### src/rtl/iobuf_dir_ctrl.sv
// Direction/turnaround controller for an FPGA pad + 74LVC1T45 level shifter + 74LVC1G07 open-drain buffer.
// Every mode change walks RELEASE -> DIRSET -> APPLY so that no two drivers ever fight on the pin.
module iobuf_dir_ctrl #(
    parameter int unsigned SETTLE = 4
) (
    input  logic       clock,
    input  logic       reset,
    input  logic [1:0] mode_req,
    input  logic       mode_valid,
    output logic       mode_ready,
    output logic       mode_done,
    output logic [1:0] mode_cur,
    output logic       busy,
    input  logic       dout,
    output logic       din,
    input  logic       bufio_in,
    output logic       fpga_oe,
    output logic       fpga_do,
    output logic       bufdir,
    output logic       bufod,
    output logic       contention
);

    localparam logic [1:0] MODE_HIZ = 2'b00;
    localparam logic [1:0] MODE_PP  = 2'b10;
    localparam logic [1:0] MODE_OD  = 2'b11;
    localparam logic [7:0] CNT_RELOAD = 8'(SETTLE - 1);

    typedef enum logic [1:0] {STABLE, RELEASE, DIRSET, APPLY} state_t;

    state_t     state_q, state_d;
    logic [7:0] cnt_q, cnt_d;
    logic [1:0] tgt_q, tgt_d;
    logic [1:0] mode_cur_q, mode_cur_d;
    logic       mode_ready_q, mode_ready_d;
    logic       mode_done_q, mode_done_d;
    logic       busy_q, busy_d;
    logic       bufdir_q, bufdir_d;
    logic       bufod_q, bufod_d;
    logic       fpga_oe_q, fpga_oe_d;
    logic       fpga_do_q, fpga_do_d;
    logic       sync_q, sync_d;
    logic       din_q, din_d;
    logic       contention_q, contention_d;
    logic       accept;
    logic [1:0] drv_mode;

    assign accept = mode_valid & mode_ready_q;

    always_comb begin
        state_d     = state_q;
        cnt_d       = cnt_q;
        tgt_d       = tgt_q;
        mode_cur_d  = mode_cur_q;
        mode_done_d = 1'b0;
        unique case (state_q)
            STABLE: begin
                if (accept) begin
                    if (mode_req == mode_cur_q) begin
                        mode_done_d = 1'b1;
                    end else begin
                        tgt_d   = mode_req;
                        cnt_d   = CNT_RELOAD;
                        state_d = RELEASE;
                    end
                end
            end
            RELEASE: begin
                if (cnt_q == 8'd0) begin
                    state_d = DIRSET;
                    cnt_d   = CNT_RELOAD;
                end else begin
                    cnt_d = cnt_q - 8'd1;
                end
            end
            DIRSET: begin
                if (cnt_q == 8'd0) state_d = APPLY;
                else               cnt_d   = cnt_q - 8'd1;
            end
            APPLY: begin
                state_d     = STABLE;
                mode_cur_d  = tgt_q;
                mode_done_d = 1'b1;
            end
            default: state_d = STABLE;
        endcase
        // ready/busy look at the next state so a request is refused the cycle right after acceptance
        mode_ready_d = (state_d == STABLE);
        busy_d       = ~mode_ready_d;
    end

    // Pad drivers: bufdir only ever moves in DIRSET; everything else is safe-off during turnaround.
    always_comb begin
        drv_mode  = (state_q == APPLY) ? tgt_q : mode_cur_q;
        bufdir_d  = bufdir_q;
        bufod_d   = 1'b1;
        fpga_oe_d = 1'b0;
        fpga_do_d = 1'b0;
        unique case (state_q)
            STABLE, APPLY: begin
                if (drv_mode == MODE_PP) begin
                    fpga_oe_d = 1'b1;
                    fpga_do_d = dout;
                end else if (drv_mode == MODE_OD) begin
                    bufod_d = dout;
                end
            end
            DIRSET:  bufdir_d = (tgt_q == MODE_PP);
            default: ;
        endcase
    end

    // Readback synchronizer runs in modes 01/11 (bit0 set) and restarts from zero on mode entry.
    always_comb begin
        sync_d = 1'b0;
        din_d  = 1'b0;
        if (state_q != APPLY && mode_cur_q[0]) begin
            sync_d = bufio_in;
            din_d  = sync_q;
        end
        contention_d = contention_q | (fpga_oe_q & ~bufdir_q);
    end

    always_ff @(posedge clock or posedge reset) begin
        if (reset) begin
            state_q      <= STABLE;
            cnt_q        <= 8'd0;
            tgt_q        <= MODE_HIZ;
            mode_cur_q   <= MODE_HIZ;
            mode_ready_q <= 1'b1;
            mode_done_q  <= 1'b0;
            busy_q       <= 1'b0;
            bufdir_q     <= 1'b0;
            bufod_q      <= 1'b1;
            fpga_oe_q    <= 1'b0;
            fpga_do_q    <= 1'b0;
            sync_q       <= 1'b0;
            din_q        <= 1'b0;
            contention_q <= 1'b0;
        end else begin
            state_q      <= state_d;
            cnt_q        <= cnt_d;
            tgt_q        <= tgt_d;
            mode_cur_q   <= mode_cur_d;
            mode_ready_q <= mode_ready_d;
            mode_done_q  <= mode_done_d;
            busy_q       <= busy_d;
            bufdir_q     <= bufdir_d;
            bufod_q      <= bufod_d;
            fpga_oe_q    <= fpga_oe_d;
            fpga_do_q    <= fpga_do_d;
            sync_q       <= sync_d;
            din_q        <= din_d;
            contention_q <= contention_d;
        end
    end

    assign mode_ready = mode_ready_q;
    assign mode_done  = mode_done_q;
    assign mode_cur   = mode_cur_q;
    assign busy       = busy_q;
    assign din        = din_q;
    assign fpga_oe    = fpga_oe_q;
    assign fpga_do    = fpga_do_q;
    assign bufdir     = bufdir_q;
    assign bufod      = bufod_q;
    assign contention = contention_q;

endmodule

### config.mk
export PLATFORM = sky130hd
export DESIGN_NAME = iobuf_dir_ctrl
export DESIGN_NICKNAME = d
export VERILOG_FILES = /design/src/rtl/iobuf_dir_ctrl.sv
export SDC_FILE = /design/constraint.sdc
export NUM_CORES = 1
export LEC_CHECK = 0
export CAP_MARGIN = 20
export CORE_MARGIN = 2
export CORE_UTILIZATION = 45
export CTS_CLUSTER_DIAMETER = 80
export DETAILED_ROUTE_END_ITERATION = 12
export MAX_ROUTING_LAYER = met4
export PLACE_DENSITY = 0.7
export REMOVE_ABC_BUFFERS = 1
export SYNTH_ARGS = -nofsm -noshare
export SYNTH_HDL_FRONTEND = slang
export SYNTH_SLANG_ARGS = --single-unit
### constraint.sdc
create_clock -name clock -period 1.75 [get_ports clock]
set_input_delay 0.35 -clock clock [delete_from_list [all_inputs] [get_ports clock]]
set_output_delay 0.35 -clock clock [all_outputs]
set_load 0.01 [all_outputs]
* Word-level counts from Yosys, hierarchy flattened
Cells that the tools add are included.
** Word-level totals
- Bits in registers :: 24
- Input port bits :: 7
- Output and inout port bits :: 11
- Logic and storage cells :: 63
** Operators by class
- Add/sub/neg operators :: 1
- Equality and inequality tests :: 11
- Muxes and demuxes :: 23
- Bitwise operators :: 6
- Reductions and logical operators :: 8
** Operators by type and width (number)
- 2-to-1 mux 8 bit :: 4
- one-hot mux 8 bit (3 select lines) :: 1
- 2-to-1 mux 1 bit :: 11
- equality test 2 bit, second input constant :: 5
- 2-to-1 mux 2 bit :: 5
- logical NOT 8 bit :: 1
- inequality test 2 bit, second input constant :: 4
- one-hot mux 2 bit (4 select lines) :: 1
- subtractor 8 x 1 -> 8 bit, second input constant :: 1
- logical NOT 2 bit :: 2
- AND reduction 4 bit :: 1
- NOT 1 bit :: 3
- AND reduction 3 bit :: 1
- nonzero test 3 bit :: 1
- bitwise AND 1 bit :: 2
- equality test 2 x 1 -> 1 bit, second input constant :: 1
- equality test 2 bit :: 1
- one-hot mux 1 bit (2 select lines) :: 1
- OR reduction 2 bit :: 1
- logical AND 1 bit :: 1
- bitwise OR 1 bit :: 1

* Logic depth before layout (Yosys ltp)
Gate-level depths: netlist (run 1).
- Word-level depth :: 6
- Mapped depth :: 7
- Mapped depth without buffers :: 6

* Least setup slack after synthesis (run 1)
Ideal clock, no wire load.
- Path kind :: register -> register
- Start :: reg state_q[1]
- End :: reg cnt_q[4]
- Library setup time :: 0.095 ns
- Arrival :: 1.616 ns
- Required time :: 1.655 ns
- Slack :: 0.038 ns
- Stages on the path, launching flop included :: 7
- Buffers on the path :: 0
- Cells stage by stage :: dfrtp_1 inv_1 ha_1 o21ai_0 a41oi_2 o211ai_2 o31ai_1
** On the way
- Longest elaborated chain between the ends :: 3
- Elaborated cells between the ends (all ways) :: 9
- Classes of those cells :: eq/ne (5); mux (1); reduce/logical (3)
** RTL lines
- start, declared :: line 31 : state_t state_q, state_d;
- start signal, assigned :: line 141 : state_q <= state_d;
- equality test 2 bit, or another cell as far along :: line 56 : unique case (state_q)
- inequality test 2 bit (no line) or nonzero test 3 bit (tied branches)
- AND reduction 4 bit (no line)
- end signal, assigned :: line 142 : cnt_q <= cnt_d;
- end, declared :: line 32 : logic [7:0] cnt_q, cnt_d;
Parallel ways exist; a longest one is shown, timed or not.
A chain may end at the register's enable or synchronous reset.

* Worst setup path in the final report (run 1)
- Start :: reg cnt_q[1]
- End :: reg cnt_q[0]
** On the way
- Longest elaborated chain between the ends :: 3
- Elaborated cells between the ends (all ways) :: 5
- Classes of those cells :: eq/ne (1); mux (2); reduce/logical (2)
** RTL lines (line)
- logical NOT 8 bit * :: 69, 77
- 2-to-1 mux 8 bit or inequality test 2 bit (tied branches)
- one-hot mux 8 bit (3 select lines) or AND reduction 4 bit (tied branches)
Mark *: on every way between the ends. The rest lies on a longest branch, timed or not.

==> summary.md, run 1 <==
| Metric | Value |
|---|---|
| Outcome | `finished, violations left` |
| Failing checks | `negative setup slack` |
| Async SR Flop Fraction | `100%` |
| R2r startpoint | `cnt_q[1]` |
| Endpoints failing setup | `1` |
| Clk pwr share | `13.3%` |
| CTS clk-pin slew, worst paths | `0.14 ns` |
| Avg Inst Size Synth | `10.1 sq um` |
| Reg2reg end | `cnt_q[0]` |
| Rows | `19` |
| Netlist cell types | `43` |
| Crit path cell chain | `inv_2 > ha_4 > nor4b_4 > buf_4 > buf_4 > a31oi_2 > nand4_1 > o221a_2` |
| CP startpoint | `cnt_q[1]` |
| Total congestion overflow | `0` |
| Relative slew slack | `69.9%` |
| Most used cell, CP | `buf_4` |
| Max-slew violations | `0` |
| Final TNS setup | `-0.00945 ns` |
| Final min period | `1.76 ns` |
| CTS HTree Levels | `1` |
| CP max FO | `4` |
| Final-report hold violation count | `0` |
| Top cells by instance count after synthesis | `dfrtp_1 (22), inv_1 (16), nor2_1 (10)` |
| Crit Path Class | `reg -> reg` |
| Comb power frac | `59.2%` |
| Initial DRC Count | `44` |
| Post-cts hold buffer count | `0` |
| P per Cell Area | `1570 nW/um^2` |
| WP data required | `1.98 ns` |
| Total power | `3.07 mW` |
| Initial antenna violation count | `0` |
| Clk_skew | `0.00436 ns` |
| Vias in the first global route | `1,178` |
| Largest net degree at the start of global routing | `25` |
| Most common cell in the netlist | `dfrtp_1` |
| Core ar. | `2780 sq um` |
| Clk Latency, worst-skew pair | `0.33 ns` |
| Initial Util | `47.9%` |
| Leak Pwr | `0.844 nW` |
| Fmax achieved | `0.568 GHz` |
| Seq cells post-synth | `24` |
| Gpl congestion | `0.897` |
| YS warnings | `0` |
| CP bufs+invs | `3` |
| Slowest-stage cell, CP | `dfrtp_1` |
| Vias/cell | `5.83` |
| Sw Share | `39.5%` |
| Max IR drop VDD | `1150 uV` |
| Total track usage | `21.8%` |
| FF-to-FF setup slack | `-0.009 ns` |
| Area grow syn2layout | `47.3%` |
| Final hold slack | `0.348 ns` |
| Total net switching power | `1.22 mW` |
| Main flop type after synthesis | `dfrtp_1` |
| Post-synth top area share | `41.3%` |
| Chip height | `58.4 um` |
| Final worst-path cycle share | `101%` |
| Port buffer count | `17` |
| Reg2reg path depth | `8` |
| Least-Margin Pin Slew | `0.449 ns` |
| Share of cells above drive strength 1 | `37.6%` |
| CP Capture Type | `flip-flop` |
| Detailed Routing Iterations Pass 1 | `4` |
| Most area-consuming cells after synthesis | `dfrtp_1 (41%), ha_1 (5.6%), inv_1 (4.5%)` |
| CP Launch Type | `flip-flop` |
| WL final | `3.46 mm` |
| Pre-CTS setup slack | `-0.374 ns` |
| Register share of total power | `27.5%` |
| EDFF count, synth | `0` |
| First-pass GRT wire length | `5.50 mm` |
| Post-synthesis cell area | `1330 sq um` |
| Unrepaired setup endpoints after global routing | `yes` |
| CP peak stage delay | `0.39 ns` |
| Num CTS Buffers | `3` |
| Post-DP HPWL | `2.26 mm` |
| Worst Path Arrival | `1.99 ns` |
| DRT antenna net count | `0` |
| TritonCTS clock tree | `yes` |
| Nets | `192` |
| Area leader, netlist | `dfrtp_1` |
| Routed WL per cell | `16.6 um` |
| CTS sink count | `24` |
| Post-synthesis cell count | `132` |
| DRC violations left | `0` |
| Seq/Total Area, Yosys | `45.3%` |
| Max_cap viols | `0` |
| Detailed-route via count | `1,219` |
| Chip width | `58.4 um` |
| Post-Route Utilization | `70.6%` |
| Critical path's top delay family | `compound AO/OA/AOI/OAI gates` |
| Diode count | `0` |
| Clk buf depth | `2` |
| Internal Power | `1.86 mW` |
| Top-level port count | `18` |
| Hold Path Class | `in -> async` |
| Root buffer cell | `clkbuf_4` |
| Area of the die | `3410 sq um` |
| Fin worst setup slack | `-0.00945 ns` |
## placed cells by master, fill, tap and decap left out, drive strengths merged, types with 3 or more instances in the layout
master | synthesis | layout
buf | 2 | 29
dfrtp | 22 | 22
inv | 16 | 16
clkdlybuf4s50 | 0 | 15
nor2 | 10 | 10
nand2 | 8 | 8
ha | 6 | 6
o21ai | 5 | 5
a221oi | 4 | 4
a21oi | 4 | 4
nand4 | 3 | 3
nand3 | 3 | 3
and2 | 3 | 3
clkbuf | 2 | 3
mux2 | 3 | 3
o211ai | 3 | 3
a31oi | 3 | 3
o22ai | 3 | 3
## power by group through the flow
| stage | combinational [mW] | clock, mW | sequential, mW |
|---|---|---|---|
| floorplan | 0.796 | 0 | 0.853 |
| global placement | 1.39 | 0 | 0.838 |
| detailed placement | 1.42 | 0 | 0.843 |
| CTS | 1.58 | 0.411 | 0.830 |
| global route | 1.95 | 0.438 | 0.862 |
| finish | 1.82 | 0.408 | 0.845 |
## per-layer routing
metal / share of wire (%) / vias up / track usage [%]
met4: 2.1 / 0 / 7.97
met3: 3.7 / 9 / 1.98
li1: - / 573 / -
met5: 0 / - / -
met1: 46 / 604 / 30.2
met2: 48 / 33 / 33.4
## cell type report
cell class                 instances  area (sq um)
fill                             195           818
multi-input combinational         88           803
sequential                        24           603
timing repair buffer              46           405
inverter                          16          60.1
tap                               31          38.8
clock inverter                     1          30.0
clock buffer                       3          22.5
## metrics by stage
step,cell area (sq um),cells
floorplan,1320,128
global placement,1680,197
detailed placement,1680,197
CTS,1830,205
global route,1960,209
finish,1960,209
## cell families (layout without fill, tap and decap cells)
| family | Yosys count | in the layout | share of synthesized area, % |
|---|---|---|---|
| adder cells (fa/ha/maj) | 6 | 6 | 5.63 |
| multiplexers | 4 | 4 | 3.57 |
| XOR/XNOR | 2 | 2 | 1.31 |
| AND/OR/NAND/NOR | 40 | 40 | 17.4 |
| AO/OA/AOI/OAI | 36 | 36 | 21.0 |
| flip-flops | 24 | 24 | 45.3 |
| buffers and inverters | 20 | 66 | 5.82 |
## how the worst max path moves through the flow
stage / to / depth (start not counted)
floorplan: cnt_q[4] / 6
global placement: cnt_q[1] / 5
detailed placement: cnt_q[2] / 6
CTS: bufod / 1
global route: cnt_q[6] / 7
finish: cnt_q[0] / 8
## worst reg2reg max path, cell delays in order (launching register included)
cell	delay (ns)
dfrtp_1	0.39
inv_2	0.06
ha_4	0.16
nor4b_4	0.12
buf_4	0.16
buf_4	0.15
a31oi_2	0.24
nand4_1	0.13
o221a_2	0.26
## timing repair
action	4_1_cts	5_1_grt
gates resized for setup	14	17
setup buffers	4	4
endpoints found under the setup margin	10	12
pin swaps	5	11
## registers in the layout, indices dropped and copies added (netlist names)
signal / flops
bufdir: 1
tgt_q: 2
fpga_oe: 1
din: 1
bufod: 1
fpga_do: 1
mode_ready: 1
mode_done: 1
cnt_q: 8
contention: 1
sync_q: 1
mode_cur: 2
state_q: 2
busy: 1
Power figures use the tool's default switching activity.
==> run 2: changes to the inputs <==
--- a/config.mk
+++ b/config.mk
@@ -11,7 +11,7 @@
 export CTS_CLUSTER_DIAMETER = 80
 export DETAILED_ROUTE_END_ITERATION = 12
 export MAX_ROUTING_LAYER = met4
-export PLACE_DENSITY = 0.7
+export PLACE_DENSITY = 0.76
 export REMOVE_ABC_BUFFERS = 1
 export SYNTH_ARGS = -nofsm -noshare
 export SYNTH_HDL_FRONTEND = slang
==> constraint.sdc (replaced) <==
create_clock -name clock -period 2 [get_ports clock]
set_input_delay 0.4 -clock clock [delete_from_list [all_inputs] [get_ports clock]]
set_output_delay 0.4 -clock clock [all_outputs]
set_load 0.01 [all_outputs]
==> summary.md, run 2 (synthesis results as in run 1) <==
| Metric | Value |
|---|---|
| Detailed Routing Iterations Pass 1 | `4 (unchanged)` |
| Fin worst setup slack | `0.0658 ns (was -0.00945 ns)` |
| Vias/cell | `5.96 (was 5.83)` |
| Endpoints failing setup | `0 (was 1)` |
| Least-Margin Pin Slew | `0.750 ns (was 0.449 ns)` |
| CP Launch Type | `input port (was flip-flop)` |
| Commonest non-fill, non-tap cell in the layout | `dfrtp_1 (was buf_4)` |
| Final min period | `1.93 ns` |
| Reg2reg path depth | `7 (was 8)` |
| Fmax achieved | `0.517 GHz` |
| Total congestion overflow | `0 (unchanged)` |
| Max IR drop VDD | `865 uV (was 1150 uV)` |
| Dpl cells | `187 (was 197)` |
| Clk buf depth | `2 (unchanged)` |
| Post-DP HPWL | `2.25 mm (was 2.26 mm)` |
| Initial Util | `47.9% (unchanged)` |
| TritonCTS clock tree | `yes (unchanged)` |
| Area post-placement | `1610 sq um (was 1680 sq um)` |
| Top-level port count | `18 (unchanged)` |
| Area of the die | `3410 sq um (unchanged)` |
| Share of cells above drive strength 1 | `20.4% (was 37.6%)` |
| CP Capture Type | `flip-flop (unchanged)` |
| Pre-CTS setup slack | `-0.170 ns (was -0.374 ns)` |
| Post-cts hold buffer count | `0 (unchanged)` |
| Outcome | `complete, no violations (was finished, violations left)` |
| Root buffer cell | `clkbuf_4 (unchanged)` |
| Port buffer count | `17 (unchanged)` |
| Chip width | `58.4 um (unchanged)` |
| Clk_skew | `0.00264 ns (was 0.00436 ns)` |
| Reg2reg end | `cnt_q[2] (was cnt_q[0])` |
| WP data required | `2.24 ns (was 1.98 ns)` |
| Max_cap viols | `0 (unchanged)` |
| Max-slew violations | `0 (unchanged)` |
| Core ar. | `2780 sq um (unchanged)` |
| Clk Latency, worst-skew pair | `0.32 ns (was 0.33 ns)` |
| Num CTS Buffers | `3 (unchanged)` |
| Hold Path Class | `in -> async (unchanged)` |
| Chip height | `58.4 um (unchanged)` |
| Total track usage | `20.2% (was 21.8%)` |
| Routed WL per cell | `15.7 um (was 16.6 um)` |
| CP max FO | `7 (was 4)` |
| Crit Path Class | `in -> reg (was reg -> reg)` |
| Largest net degree at the start of global routing | `25 (unchanged)` |
| Final worst-path cycle share | `96.7%` |
| P per Cell Area | `1350 nW/um^2 (was 1570 nW/um^2)` |
| Max reg flops | `8 (unchanged)` |
| Most frequent cells in the layout | `dfrtp_1 (22), clkdlybuf4s50_1 (17), inv_1 (16) (was buf_4 (27), dfrtp_1 (22), clkdlybuf4s50_1 (15))` |
| Initial DRC Count | `54 (was 44)` |
| DRT antenna net count | `0 (unchanged)` |
| WL final | `3.03 mm (was 3.46 mm)` |
| First-pass GRT wire length | `5.10 mm (was 5.50 mm)` |
| Nets | `176 (was 192)` |
| Filler Cell Count | `221 (was 195)` |
| FF-to-FF setup slack | `0.08 ns (was -0.009 ns)` |
| Final-report hold violation count | `0 (unchanged)` |
| Post-Route Utilization | `61.7% (was 70.6%)` |
| Post-Layout Cell Count | `193 (was 209)` |
| CTS sink count | `24 (unchanged)` |
| Gpl congestion | `0.920 (was 0.897)` |
| CP startpoint | `mode_req[0] (was cnt_q[1])` |
| CTS HTree Levels | `1 (unchanged)` |
| Largest register by flop count | `cnt_q (unchanged)` |
| Initial antenna violation count | `0 (unchanged)` |
| Detailed-route via count | `1,151 (was 1,219)` |
| Worst Path Arrival | `2.17 ns (was 1.99 ns)` |
| Unrepaired setup endpoints after global routing | `no (was yes)` |
| Rows | `19 (unchanged)` |
| Diode count | `0 (unchanged)` |
| Final Cell Area | `1720 sq um (was 1960 sq um)` |
| DRC violations left | `0 (unchanged)` |
| R2r startpoint | `cnt_q[1] (unchanged)` |
| Relative slew slack | `49.8% (was 69.9%)` |
| Vias in the first global route | `1,158 (was 1,178)` |
| Area grow syn2layout | `28.7% (was 47.3%)` |
| CTS clk-pin slew, worst paths | `0.13 ns (was 0.14 ns)` |
| Leak Pwr | `0.759 nW (was 0.844 nW)` |
-- run 2: worst max path at each step --
stage | end | slack, ns | depth (start not counted)
2_1_floorplan | cnt_q[4] | 0.29 | 6
3_3_place_gp | cnt_q[1] | -0.13 | 5
3_5_place_dp | cnt_q[1] | -0.17 | 5
4_1_cts | cnt_q[6] | 0.03 | 6
5_1_grt | cnt_q[3] | 0.004 | 6
6_report | cnt_q[2] | 0.07 | 6
-- run 2: worst max-delay path, cell delays in order --
cell             delay [ns]
clkdlybuf4s50_1        0.44
xor2_1                 0.19
o211ai_1               0.62
a21oi_2                0.17
buf_4                  0.17
o221ai_1               0.18
-- run 2: layer usage --
layer / global-route usage, % / up-vias / routed length (um)
li1: - / 542 / -
met4: 9.97 / 0 / 76
met5: - / - / 0
met3: 2.20 / 9 / 102
met1: 25.2 / 568 / 1370
met2: 32.7 / 32 / 1490
-- run 2: what timing repair did --
action	CTS	global route
setup endpoints to repair	0	6
resized for setup	0	6
setup buffers	0	2
-- run 2: cell type report --
type / count / area, sq um / area share [%]
multi-input cells: 88 / 693 / 40.4
flip-flops and latches: 24 / 603 / 35.2
repair buffers: 30 / 268 / 15.6
inverters: 16 / 60.1 / 3.50
well taps: 31 / 38.8 / 2.26
clock inverters: 1 / 30.0 / 1.75
clock buffers: 3 / 22.5 / 1.31
-- run 2: report_power, final --
| part | switching [mW] | internal (mW) | total (mW) |
|---|---|---|---|
| registers | 0.109 | 0.623 | 0.732 |
| clock network | 0.148 | 0.203 | 0.350 |
| logic | 0.637 | 0.599 | 1.24 |
-- run 2: through the flow --
step	TNS [ns]	power, mW	hold WS [ns]
after CTS	0	2.23	0.417
after detailed placement	-1.11	1.87	0.445
after global placement	-0.571	1.83	0.433
after global routing	0	2.48	0.425
after floorplan	0	1.44	0.413
final	0	2.32	0.412
